$ cat src/rtl/booth_pkg.sv
// Shared definitions for the booth multiply-accumulate block: FSM encoding,
// product width and the radix-4 booth partial-product and overflow helpers.
package booth_pkg;

    localparam int PROD_W = 8;
    localparam int CNT_W  = 4;

    typedef enum logic [1:0] {
        IDLE  = 2'd0,
        ACCUM = 2'd1,
        DONE  = 2'd2
    } state_e;

    // Radix-4 booth digit selection: grp is {b[i+1], b[i], b[i-1]}.
    function automatic logic [PROD_W-1:0] booth_pp(input logic [2:0]        grp,
                                                   input logic [PROD_W-1:0] mcand);
        logic [PROD_W-1:0] pp;
        case (grp)
            3'b001, 3'b010: pp = mcand;
            3'b011:         pp = PROD_W'(mcand << 1);
            3'b100:         pp = PROD_W'(~(mcand << 1) + 8'd1);
            3'b101, 3'b110: pp = PROD_W'(~mcand + 8'd1);
            default:        pp = 8'd0;
        endcase
        return pp;
    endfunction

    function automatic logic add_ovf(input logic sign_a, input logic sign_b, input logic sign_r);
        return (sign_a == sign_b) && (sign_r != sign_a);
    endfunction

endpackage

$ cat src/rtl/booth_accum_if.sv
// Operand/result handshake bundle for booth_accum; master drives operands and
// takes results, slave is the accumulator.
interface booth_accum_if #(parameter int ACC_W = 12);

    logic             clear;
    logic             in_valid;
    logic             in_ready;
    logic [3:0]       a;
    logic [3:0]       b;
    logic             out_valid;
    logic             out_ready;
    logic [ACC_W-1:0] sum;
    logic             overflow;

    modport master (
        output clear, in_valid, a, b, out_ready,
        input  in_ready, out_valid, sum, overflow
    );

    modport slave (
        input  clear, in_valid, a, b, out_ready,
        output in_ready, out_valid, sum, overflow
    );

endinterface

$ cat src/rtl/booth_accum_booth.sv
// Combinational 4x4 signed radix-4 booth multiplier producing an 8-bit product.
module booth
    import booth_pkg::*;
(
    input  logic [3:0]        a,
    input  logic [3:0]        b,
    output logic [PROD_W-1:0] result
);

    logic [PROD_W-1:0] mcand_s;
    logic [PROD_W-1:0] pp0_s;
    logic [PROD_W-1:0] pp1_s;

    // Two booth digits cover the 4-bit multiplier; digit 1 is weighted by 4.
    always_comb begin
        mcand_s = {{4{a[3]}}, a};
        pp0_s   = booth_pp({b[1:0], 1'b0}, mcand_s);
        pp1_s   = booth_pp(b[3:1], mcand_s);
        result  = PROD_W'(pp0_s + PROD_W'(pp1_s << 2));
    end

endmodule

$ cat src/rtl/booth_accum.sv
// Two-stage multiply-accumulate: registers each booth product, sums N_TERMS of
// them into a wrapping ACC_W accumulator and holds the total until taken.
module booth_accum
    import booth_pkg::*;
#(
    parameter int N_TERMS = 4,
    parameter int ACC_W   = 12
) (
    input  logic         clk,
    input  logic         rst_n,
    booth_accum_if.slave bus
);

    localparam logic [CNT_W-1:0] TERMS_LAST = CNT_W'(N_TERMS);
    localparam logic [CNT_W-1:0] TERMS_PREV = CNT_W'(N_TERMS - 1);

    state_e            state_r;
    state_e            state_s;
    logic [CNT_W-1:0]  in_cnt_r;
    logic [CNT_W-1:0]  term_cnt_r;
    logic [PROD_W-1:0] prod_s;
    logic [PROD_W-1:0] prod_r;
    logic              pvalid_r;
    logic [ACC_W-1:0]  acc_r;
    logic [ACC_W-1:0]  addend_s;
    logic [ACC_W-1:0]  acc_sum_s;
    logic              ovf_r;
    logic              step_ovf_s;
    logic              out_valid_r;
    logic              in_ready_s;
    logic              accept_s;
    logic              handoff_s;
    logic              last_term_s;

    booth u_booth (
        .a      (bus.a),
        .b      (bus.b),
        .result (prod_s)
    );

    // Handshake decode and the stage-2 adder with its signed-overflow detect.
    always_comb begin
        in_ready_s  = (state_r != DONE) && (in_cnt_r < TERMS_LAST) && !bus.clear;
        accept_s    = bus.in_valid && in_ready_s;
        handoff_s   = out_valid_r && bus.out_ready;
        addend_s    = ACC_W'($signed(prod_r));
        acc_sum_s   = acc_r + addend_s;
        step_ovf_s  = add_ovf(acc_r[ACC_W-1], addend_s[ACC_W-1], acc_sum_s[ACC_W-1]);
        last_term_s = pvalid_r && (term_cnt_r == TERMS_PREV);
    end

    // Next-state logic; clear overrides every other input.
    always_comb begin
        state_s = state_r;
        if (bus.clear) begin
            state_s = IDLE;
        end else begin
            case (state_r)
                IDLE: begin
                    if (pvalid_r) begin
                        state_s = last_term_s ? DONE : ACCUM;
                    end else begin
                        state_s = IDLE;
                    end
                end
                ACCUM: begin
                    if (last_term_s) begin
                        state_s = DONE;
                    end else begin
                        state_s = ACCUM;
                    end
                end
                DONE: begin
                    if (handoff_s) begin
                        state_s = IDLE;
                    end else begin
                        state_s = DONE;
                    end
                end
                default: state_s = IDLE;
            endcase
        end
    end

    // State register; out_valid is registered alongside so it rises with DONE.
    always_ff @(posedge clk or negedge rst_n) begin
        if (!rst_n) begin
            state_r     <= IDLE;
            out_valid_r <= 1'b0;
        end else begin
            state_r     <= state_s;
            out_valid_r <= (state_s == DONE);
        end
    end

    // Product pipeline, accumulator, term counters and sticky overflow.
    always_ff @(posedge clk or negedge rst_n) begin
        if (!rst_n) begin
            prod_r     <= 8'd0;
            pvalid_r   <= 1'b0;
            acc_r      <= '0;
            in_cnt_r   <= 4'd0;
            term_cnt_r <= 4'd0;
            ovf_r      <= 1'b0;
        end else if (bus.clear) begin
            prod_r     <= 8'd0;
            pvalid_r   <= 1'b0;
            acc_r      <= '0;
            in_cnt_r   <= 4'd0;
            term_cnt_r <= 4'd0;
            ovf_r      <= 1'b0;
        end else begin
            pvalid_r <= accept_s;
            if (accept_s) begin
                prod_r <= prod_s;
            end
            if (handoff_s) begin
                acc_r      <= '0;
                in_cnt_r   <= 4'd0;
                term_cnt_r <= 4'd0;
                ovf_r      <= 1'b0;
            end else begin
                if (accept_s) begin
                    in_cnt_r <= in_cnt_r + 4'd1;
                end
                if (pvalid_r) begin
                    acc_r      <= acc_sum_s;
                    term_cnt_r <= term_cnt_r + 4'd1;
                    ovf_r      <= ovf_r | step_ovf_s;
                end
            end
        end
    end

    assign bus.in_ready  = in_ready_s;
    assign bus.out_valid = out_valid_r;
    assign bus.sum       = acc_r;
    assign bus.overflow  = ovf_r;

endmodule

$ cat src/flat_wrapper.sv
// flat-port wrapper written by rule: the top's interface ports become plain ports
module booth_accum_flat import booth_pkg::*;
#(
    parameter int N_TERMS = 4,
    parameter int ACC_W   = 12
)
  (clk, rst_n, bus_clear, bus_in_valid, bus_a, bus_b, bus_out_ready, bus_in_ready, bus_out_valid, bus_sum, bus_overflow);
  booth_accum_if #(.ACC_W(ACC_W)) bus_i ();
  input  logic clk;
  input  logic rst_n;
  input wire logic [$bits(bus_i.clear)-1:0] bus_clear;
  input wire logic [$bits(bus_i.in_valid)-1:0] bus_in_valid;
  input wire logic [$bits(bus_i.a)-1:0] bus_a;
  input wire logic [$bits(bus_i.b)-1:0] bus_b;
  input wire logic [$bits(bus_i.out_ready)-1:0] bus_out_ready;
  output wire logic [$bits(bus_i.in_ready)-1:0] bus_in_ready;
  output wire logic [$bits(bus_i.out_valid)-1:0] bus_out_valid;
  output wire logic [$bits(bus_i.sum)-1:0] bus_sum;
  output wire logic [$bits(bus_i.overflow)-1:0] bus_overflow;
  assign bus_i.clear = bus_clear;
  assign bus_i.in_valid = bus_in_valid;
  assign bus_i.a = bus_a;
  assign bus_i.b = bus_b;
  assign bus_i.out_ready = bus_out_ready;
  assign bus_in_ready = bus_i.in_ready;
  assign bus_out_valid = bus_i.out_valid;
  assign bus_sum = bus_i.sum;
  assign bus_overflow = bus_i.overflow;
  booth_accum #(.N_TERMS(N_TERMS), .ACC_W(ACC_W)) u_core (.clk(clk), .rst_n(rst_n), .bus(bus_i));
endmodule
$ cat config.mk
export PLATFORM = sky130hd
export DESIGN_NAME = booth_accum_flat
export DESIGN_NICKNAME = d
export VERILOG_FILES = /design/src/rtl/booth_pkg.sv /design/src/rtl/booth_accum_if.sv /design/src/rtl/booth_accum_booth.sv /design/src/rtl/booth_accum.sv /design/src/flat_wrapper.sv
export SDC_FILE = /design/constraint.sdc
export NUM_CORES = 1
export LEC_CHECK = 0
export CAP_MARGIN = 20
export CORE_MARGIN = 3
export CORE_UTILIZATION = 60
export DETAILED_ROUTE_END_ITERATION = 16
export PLACE_DENSITY = 0.92
export SETUP_SLACK_MARGIN = 0.1
export SYNTH_ARGS = -nofsm -noshare
export SYNTH_HDL_FRONTEND = slang
export SYNTH_SLANG_ARGS = --single-unit
$ cat constraint.sdc
create_clock -name clk -period 3.1 [get_ports clk]
set_input_delay 0.62 -clock clk [delete_from_list [all_inputs] [get_ports clk]]
set_output_delay 0.62 -clock clk [all_outputs]
set_load 0.02 [all_outputs]
==> impl_metrics.yaml, run 1 <==
setup_path:
  worst-r2r-cell-count: 8
  path_cells: "dlygate4sd2_1, buf_4, nor3_4, inv_1, ha_1, buf_4, nor2_2, a21oi_2, o21ai_1, ha_1, a21o_1, a21oi_2, xor2_1, o21ai_1"
  r2r_slack_ns: 0.87
  cp-start-kind: "primary input"
  worstPathArrival_ns: 2.98
  required_ns: 3.25
  critical-path-slowest-cell: "ha_1"
  critPathMaxStageDelay_ns: 0.28
  crit_start: "bus_a[0]"
  r2r_start: "u_core.bus.sum[0]$_DFFE_PN0P_"
  rr_endpoint: "u_core.bus.sum[10]$_DFFE_PN0P_"
  cp_num_buf_inv: 4
  cp_top_family: "compound AO/OA/AOI/OAI gates"
  crit_cells: 14
  worstSetupPathType: "in2reg"
  end_kind: "flop"
  crit_fanout: 3
place:
  place_inst: 368
  dpl.hpwl_um: 4350
  gp_congestion: 0.948
  port_buffers: 27
  pre_cts_ws_ns: -0.271
timing:
  max_freq_mhz: 353
  grt_setup_unrepaired: "no"
  slew_headroom_pct: 40.8
  setup_viol: 0
  hold_viol: 0
  finalMaxSlewViolations: 0
  skew_ns: 0.0112
  tns_ns: 0
  fin_crit_sh_pct: 91.4
  tightestPinTransition_ns: 0.889
  fin_crit_ns: 2.83
  setup_slack_ns: 0.266
cells_and_area:
  final_cells: 377
  drive_above_1_share_pct: 16.4
  fin_nets: 363
  area_growth_pct: 24.7
  diodes: 0
  fin_util_pct: 81.2
  fill_cells: 244
drt:
  routed_wl_um: 6150
  vias: 2273
  drtIter0Drc: 199
  viasPerCell: 6.03
  first_pass_iters: 4
  drtAntennaViolNets: 0
  drt-wirelength-per-cell_um: 16.3
  drc: 0
die:
  start_util_pct: 65.1
  rows: 22
  die_x_um: 70.4
  die_h_um: 70.4
  io_pins: 28
  die_area_um2: 4960
  core_um2: 3830
yosys:
  synth_cell_types: 52
  netlist_area_um2: 2490
  synth-edff-count: 0
  seq_area_frac_synth_pct: 33.1
  synth_area_per_cell_um2: 9.03
  syn-num-nets: 311
  ys_seq_elements: 33
  syn_inst: 276
  yosys_warnings: 0
  synth_ff_type: "dfrtp_1"
  synthArstFlopShare_pct: 100
global_routing:
  antenna_found_initial: 0
  overflow: 0
  first_global_vias: 2350
  grt_use_total_pct: 26.4
  grt_max_degree: 34
  grt_pass1_wl_um: 10600
clock_tree:
  htreeDepth: 2
  cts.clk_slew.worst_paths_ns: 0.07
  clockBufferDepth: 2
  cts_tree: "done"
  root_buffer: "clkbuf_8"
  clk_latency_ns: 0.29
  clock-sinks: 33
  cts_inserted_buffers: 5
power:
  power_leakage_nw: 1.50
  power.density_nw_per_um2: 414
  design_power_total_mw: 1.29
  peakVddDrop_v: 0.000416
hold_path:
  worstHoldEndpoint: "u_core.in_cnt_r[3]$_DFFE_PN0P_"
  min_from: "u_core.in_cnt_r[3]$_DFFE_PN0P_"
  worstHoldPathCells: 1
  hp-class: "reg2reg"
run:
  drv_cap: 0
outcome:
  status: "complete, no violations"
[where the power goes]
group	total (mW)	switching [mW]	internal [mW]
Sequential	0.489	0.0311	0.458
Clock	0.421	0.159	0.262
Combinational	0.376	0.199	0.177
Total	1.29	0.390	0.897
[per-layer routing]
layer  GRT usage [%]  part of all wire (%)  vias to the layer above
met1            32.6                    41                     1080
li1                -                     -                     1084
met5               0                     0                        -
met3            4.75                   6.1                       20
met4            8.51                   2.4                        0
met2            46.2                    50                       89
[synth_stat cells (all sizes together), types with 4 or more instances]
cell type / instances / area share, %
a21o: 7 / 2.1
nand3b: 10 / 3.0
nand2b: 6 / 1.5
o21ai: 25 / 5.0
nand2: 21 / 3.2
a21oi: 17 / 3.9
nor3: 4 / 1.3
nor2: 30 / 4.5
buf: 6 / 2.2
mux2i: 12 / 4.8
a31oi: 4 / 1.0
dfrtp: 33 / 33
clkbuf: 5 / 0.75
xnor2: 11 / 4.2
ha: 20 / 10
xor2: 7 / 2.5
inv: 15 / 2.3
[sequential cells by signal (all words and copies together), names as in the netlist]
| name | flops |
|---|---|
| u_core.prod_r | 8 |
| u_core.pvalid_r | 1 |
| u_core.in_cnt_r | 4 |
| u_core.bus.sum | 12 |
| u_core.term_cnt_r | 4 |
| u_core.bus.out_valid | 1 |
| u_core.bus.overflow | 1 |
| u_core.state_r | 2 |
[cell families (layout without fill, tap and decap cells)]
group	Yosys count	count (layout)	share of synthesized area, %
flip-flops	33	33	33.1
multiplexers	13	13	5.27
AND/OR/NAND/NOR	92	92	19.5
AO/OA/AOI/OAI	72	72	18.6
XOR/XNOR	18	18	6.63
adder cells (fa/ha/maj)	22	22	11.7
buffers and inverters	26	79	5.17
[area by class of cell]
class	instances	area [um2]	share of cell area (%)
Multi-Input combinational cell	217	1550	50.0
Tap cell	48	60.1	1.93
Clock inverter	1	30.0	0.967
Sequential cell	33	826	26.6
Clock buffer	7	86.3	2.78
Timing Repair Buffer	56	494	15.9
Inverter	15	56.3	1.81
[placed cells by master, fill, tap and decap left out, types with 12 or more instances in the layout]
master / Yosys / routed
buf_4: 0 / 29
clkdlybuf4s50_1: 0 / 23
dfrtp_1: 33 / 33
ha_1: 20 / 20
inv_1: 14 / 14
mux2i_1: 12 / 12
nand2_1: 21 / 21
nor2_1: 30 / 29
o21ai_0: 22 / 20
[worst register-to-register path, cell delays in order, from the launching register on]
cell	delay, ns
dfrtp_1	0.40
ha_1	0.24
fa_1	0.43
a21o_1	0.19
a21oi_2	0.21
a21oi_1	0.15
a311oi_2	0.28
xnor2_1	0.15
o21ai_1	0.08
[worst max path at each step]
stage                                              end  slack (ns)
after floorplan           u_core.prod_r[7]$_DFFE_PN0P_        0.25
after global placement    u_core.prod_r[7]$_DFFE_PN0P_        -0.1
after detailed placement  u_core.prod_r[7]$_DFFE_PN0P_       -0.27
after CTS                 u_core.prod_r[7]$_DFFE_PN0P_        0.10
after global routing      u_core.prod_r[6]$_DFFE_PN0P_         0.1
final                     u_core.prod_r[6]$_DFFE_PN0P_        0.27
[per-stage QoR]
stage | hold slack (ns) | area, um2
6_report | 0.523 | 3110
3_3_place_gp | 0.501 | 2960
2_1_floorplan | 0.324 | 2490
3_5_place_dp | 0.507 | 2960
4_1_cts | 0.527 | 3090
5_1_grt | 0.542 | 3110
[what timing repair did]
item | CTS | global route
gates resized for setup | 3 | 8
hold buffers | 0 | 0
setup endpoints to repair | 2 | 3
pin swaps | 3 | 5
setup buffers | 1 | 0
Power figures use the tool's default switching activity.
==> inputs of run 2 (changes only) <==
Settings changed: CORE_ASPECT_RATIO from default to 1.25.
==> impl_metrics.yaml, run 2 (synthesis gave the netlist of run 1 again) <==
power:
  pwr-share-seq_pct: 38.5
  p_int_mw: 0.899
  combPwrFrac_pct: 29.0
  switching_power_mw: 0.377
  power.density_nw_per_um2: 409
  power_leakage_nw: 1.50
  p_sw_share_pct: 29.6
  power.share.clock_pct: 32.6
  peakVddDrop_v: 0.000219
  design_power_total_mw: 1.28
setup_path:
  end_kind: "flop"
  worst-r2r-cell-count: 7
  worstSetupPathType: "in2reg"
  path_cells: "clkdlybuf4s50_1, inv_1, ha_1, mux2i_1, a21oi_2, inv_1, ha_1, a21o_1, a21oi_2, o21bai_1, a21oi_1, xnor2_1, o21ai_1"
  critPathMaxStageDelay_ns: 0.47
  crit_fanout: 4
  cp-start-kind: "primary input"
  critical-path-slowest-cell: "clkdlybuf4s50_1"
  required_ns: 3.25
  worstPathArrival_ns: 2.90
place:
  gp_congestion: 0.966
  pre_cts_ws_ns: -0.312
  port_buffers: 27
  dpl.hpwl_um: 4370
hold_path:
  worstHoldPathCells: 1
  hp-class: "reg2reg"
clock_tree:
  clockBufferDepth: 2
  clk_latency_ns: 0.28
  cts_hold_buf: 0
  cts_inserted_buffers: 5
  clock-sinks: 33
  cts_tree: "done"
  root_buffer: "clkbuf_8"
  cts.clk_slew.worst_paths_ns: 0.07
  htreeDepth: 2
global_routing:
  use_met1_pct: 25.7
  grt_pass1_wl_um: 9940
  first_global_vias: 2358
  grt_use_total_pct: 24.8
  overflow: 0
  grt_busiest_layer: "met2"
  grt_max_degree: 34
  antenna_found_initial: 0
  met3_usage_pct: 4.01
  use_met2_pct: 45.6
drt:
  drc: 0
  drt-wirelength-per-cell_um: 15.2
  first_pass_iters: 4
  routed_wl_um: 5820
  drtAntennaViolNets: 0
  drtIter0Drc: 173
  vias: 2323
  viasPerCell: 6.05
cells_and_area:
  drive_above_1_share_pct: 15.8
  fin_nets: 364
  area_growth_pct: 25.3
  largest_register_ffs: 12
  diodes: 0
  fin_util_pct: 80.5
  final_common_cell: "dfrtp_1"
  final_cell_mix: "dfrtp_1, nor2_1, buf_4"
timing:
  finalMaxSlewViolations: 0
  max_freq_mhz: 363
  grt_setup_unrepaired: "no"
  skew_ns: 0.00431
  setup_slack_ns: 0.348
  fin_crit_sh_pct: 88.8
  fin_crit_ns: 2.75
  tns_ns: 0
  tightestPinTransition_ns: 0.874
  setup_viol: 0
  fin_hold_ws_ns: 0.528
  hold_viol: 0
  slew_headroom_pct: 41.7
die:
  io_pins: 28
  die_x_um: 63.6
  die_area_um2: 4970
  die_h_um: 78.0
  start_util_pct: 64.2
  rows: 25
  core_um2: 3880
run:
  drv_cap: 0
outcome:
  status: "complete, no violations"
[run 2: metal layers]
| metal | vias up | part of all wire [%] |
|---|---|---|
| met5 | - | 0 |
| met4 | 0 | 3.7 |
| met3 | 32 | 4.5 |
| met2 | 95 | 54 |
| met1 | 1108 | 38 |
| li1 | 1088 | - |
[run 2: what timing repair did]
item                       CTS  global route
gates resized for setup      2             4
setup buffers                1             0
cloned                       0             0
pin swaps                    2             4
setup endpoints to repair    1             3
[run 2: path summary, 6_finish.rpt]
| kind | start | endpoint | slack [ns] |
|---|---|---|---|
| worst max-delay path | bus_a[3] | u_core.prod_r[7]$_DFFE_PN0P_ | 0.35 |
| max in group asynchronous | rst_n | u_core.bus.sum[0]$_DFFE_PN0P_ | 2.05 |
| worst min register to register | u_core.in_cnt_r[3]$_DFFE_PN0P_ | u_core.in_cnt_r[3]$_DFFE_PN0P_ | 0.53 |
| worst max register to register | u_core.prod_r[7]$_DFFE_PN0P_ | u_core.bus.sum[11]$_DFFE_PN0P_ | 0.81 |
| min in group asynchronous | rst_n | u_core.bus.sum[6]$_DFFE_PN0P_ | 0.74 |
| worst min-delay path | u_core.in_cnt_r[3]$_DFFE_PN0P_ | u_core.in_cnt_r[3]$_DFFE_PN0P_ | 0.53 |
[run 2: layout make-up]
class / instances / area (um2)
Multi-Input combinational cell: 217 / 1540
Sequential cell: 33 / 826
Fill cell: 262 / 757
Timing Repair Buffer: 57 / 512
Clock buffer: 7 / 86.3
Tap cell: 54 / 67.6
Inverter: 15 / 56.3
Clock inverter: 1 / 30.0
[run 2: power by group through the flow]
stage	combinational, mW	sequential [mW]	clock [mW]
CTS	0.368	0.490	0.422
detailed placement	0.360	0.498	0
finish	0.370	0.491	0.415
global route	0.404	0.494	0.441
global placement	0.346	0.495	0
floorplan	0.225	0.497	0
[run 2: worst max-delay path, delay by kind of cell]
kind	cells	cell delay, ns
compound gates	6	0.83
xor+xnor	1	0.15
fa+ha+maj	2	0.57
buf+inv	3	0.61
mux	1	0.09
[run 2: through the flow]
step / instance area, um2 / std cells
floorplan: 2490 / 276
global placement: 2990 / 375
detailed placement: 2990 / 375
CTS: 3110 / 384
global route: 3120 / 384
finish: 3120 / 384
==> inputs of run 3 (changes only) <==
--- a/config.mk
+++ b/config.mk
@@ -10,4 +10,5 @@
 export CORE_MARGIN = 3
 export CORE_UTILIZATION = 60
+export CTS_BUF_LIST = sky130_fd_sc_hd__clkbuf_4 sky130_fd_sc_hd__clkbuf_8
 export DETAILED_ROUTE_END_ITERATION = 16
 export PLACE_DENSITY = 0.92
==> constraint.sdc (replaced) <==
create_clock -name clk -period 3.1 [get_ports clk]
set_input_delay 0.93 -clock clk [delete_from_list [all_inputs] [get_ports clk]]
set_output_delay 0.93 -clock clk [all_outputs]
set_load 0.02 [all_outputs]
==> impl_metrics.yaml, run 3 (synthesis gave the netlist of run 1 again) <==
drt:
  first_pass_iters: 4
  drt-wirelength-per-cell_um: 15.5
  vias: 2298
  drc: 0
  routed_wl_um: 6100
  drtAntennaViolNets: 0
  viasPerCell: 5.85
  drtIter0Drc: 98
power:
  power.density_nw_per_um2: 406
  peakVddDrop_v: 0.000189
  power_leakage_nw: 1.54
setup_path:
  end_kind: "flop"
  path_cells: "clkdlybuf4s50_1, inv_2, ha_4, buf_4, nor2_1, a21oi_1, o21ai_1, ha_1, a21oi_2, o21bai_1, a21oi_1, xnor2_1, o21ai_1"
  critPathMaxStageDelay_ns: 0.49
  crit_start: "bus_a[3]"
  rr_endpoint: "u_core.bus.sum[10]$_DFFE_PN0P_"
  cp_top_family: "buffers and inverters"
  required_ns: 3.26
  worstPathArrival_ns: 3.11
  crit_fanout: 3
  worst-r2r-cell-count: 8
  r2r_slack_ns: 0.84
  cp_num_buf_inv: 3
  cp-start-kind: "primary input"
  critical-path-slowest-cell: "clkdlybuf4s50_1"
  worstSetupPathType: "in2reg"
  r2r_start: "u_core.bus.sum[0]$_DFFE_PN0P_"
clock_tree:
  root_buffer: "clkbuf_8"
  cts_hold_buf: 0
  cts_inserted_buffers: 5
  clock-sinks: 33
  cts_tree: "done"
  htreeDepth: 2
  cts.clk_slew.worst_paths_ns: 0.06
  clockBufferDepth: 2
  clk_latency_ns: 0.29
outcome:
  status: "complete, no violations"
die:
  io_pins: 28
  core_um2: 3880
  die_x_um: 63.6
  start_util_pct: 64.2
  rows: 25
  die_h_um: 78.0
  die_area_um2: 4970
timing:
  hold_viol: 0
  slew_headroom_pct: 41.3
  fin_crit_sh_pct: 95.1
  tightestPinTransition_ns: 0.880
  finalMaxSlewViolations: 0
  fin_crit_ns: 2.95
  setup_viol: 0
  skew_ns: 0.00302
  tns_ns: 0
  fin_hold_ws_ns: 0.537
  max_freq_mhz: 339
  grt_setup_unrepaired: "yes"
cells_and_area:
  final_cell_mix: "buf_4, dfrtp_1, nor2_1"
  largest_register_ffs: 12
  final_cells: 393
  diodes: 0
  final_common_cell: "buf_4"
  area_growth_pct: 28.7
  fin_util_pct: 82.6
  fill_cells: 233
  fin_nets: 373
  drive_above_1_share_pct: 20.6
run:
  drv_cap: 0
hold_path:
  min_from: "u_core.prod_r[3]$_DFFE_PN0P_"
  hp-class: "reg2reg"
  worstHoldPathCells: 2
  worstHoldEndpoint: "u_core.prod_r[3]$_DFFE_PN0P_"
place:
  place_inst: 384
  port_buffers: 27
  dpl.hpwl_um: 4680
  gp_congestion: 0.892
global_routing:
  grt_pass1_wl_um: 10100
  overflow: 0
  grt_use_total_pct: 26.2
  grt_max_degree: 34
  antenna_found_initial: 0
  first_global_vias: 2322
## run 3: cell type report
type | instances | area (um2) | area share, %
sequential | 33 | 826 | 25.8
inverter | 15 | 56.3 | 1.76
multi-input combinational | 217 | 1580 | 49.3
clock buffer | 7 | 90.1 | 2.81
clock inverter | 1 | 30.0 | 0.937
timing repair buffer | 66 | 557 | 17.4
tap | 54 | 67.6 | 2.11
## run 3: timing repair
| item | CTS | global route |
|---|---|---|
| endpoints found under the setup margin | 5 | 4 |
| gates resized for setup | 10 | 11 |
| setup buffers | 0 | 1 |
| pin swaps | 6 | 7 |
## run 3: worst max-delay path by stage
stage | end | cells past startpoint
6_report | u_core.prod_r[7]$_DFFE_PN0P_ | 13
5_1_grt | u_core.prod_r[7]$_DFFE_PN0P_ | 14
4_1_cts | bus_in_ready | 3
3_5_place_dp | u_core.prod_r[7]$_DFFE_PN0P_ | 14
3_3_place_gp | u_core.prod_r[6]$_DFFE_PN0P_ | 12
2_1_floorplan | u_core.prod_r[7]$_DFFE_PN0P_ | 14
## run 3: power breakdown
part	switching (mW)	internal, mW	total (mW)
sequential	0.0322	0.458	0.490
combinational	0.194	0.186	0.380
clock	0.160	0.271	0.431
## run 3: routing by layer
layer,vias to the layer above,wire (um),share of wire [%],GRT usage (%)
met5,-,0,0,0
met4,0,253,4.1,15.1
met3,24,234,3.8,5.72
met2,73,3480,57,51.6
met1,1089,2140,35,23.7
li1,1112,-,-,-
## run 3: worst min-delay path, cell delays in order (launching register included)
cell and delay [ns]:
dfrtp_1 0.36, nand3b_1 0.08, o21ai_0 0.07
## run 3: per-stage QoR
step / total power [mW] / area (um2) / setup slack, ns
after CTS: 1.30 / 3180 / 0.0632
after floorplan: 0.725 / 2510 / 0.110
final: 1.30 / 3210 / 0.151
after global placement: 0.850 / 3060 / -0.373
after detailed placement: 0.870 / 3060 / -0.506
after global routing: 1.37 / 3210 / 0.00737
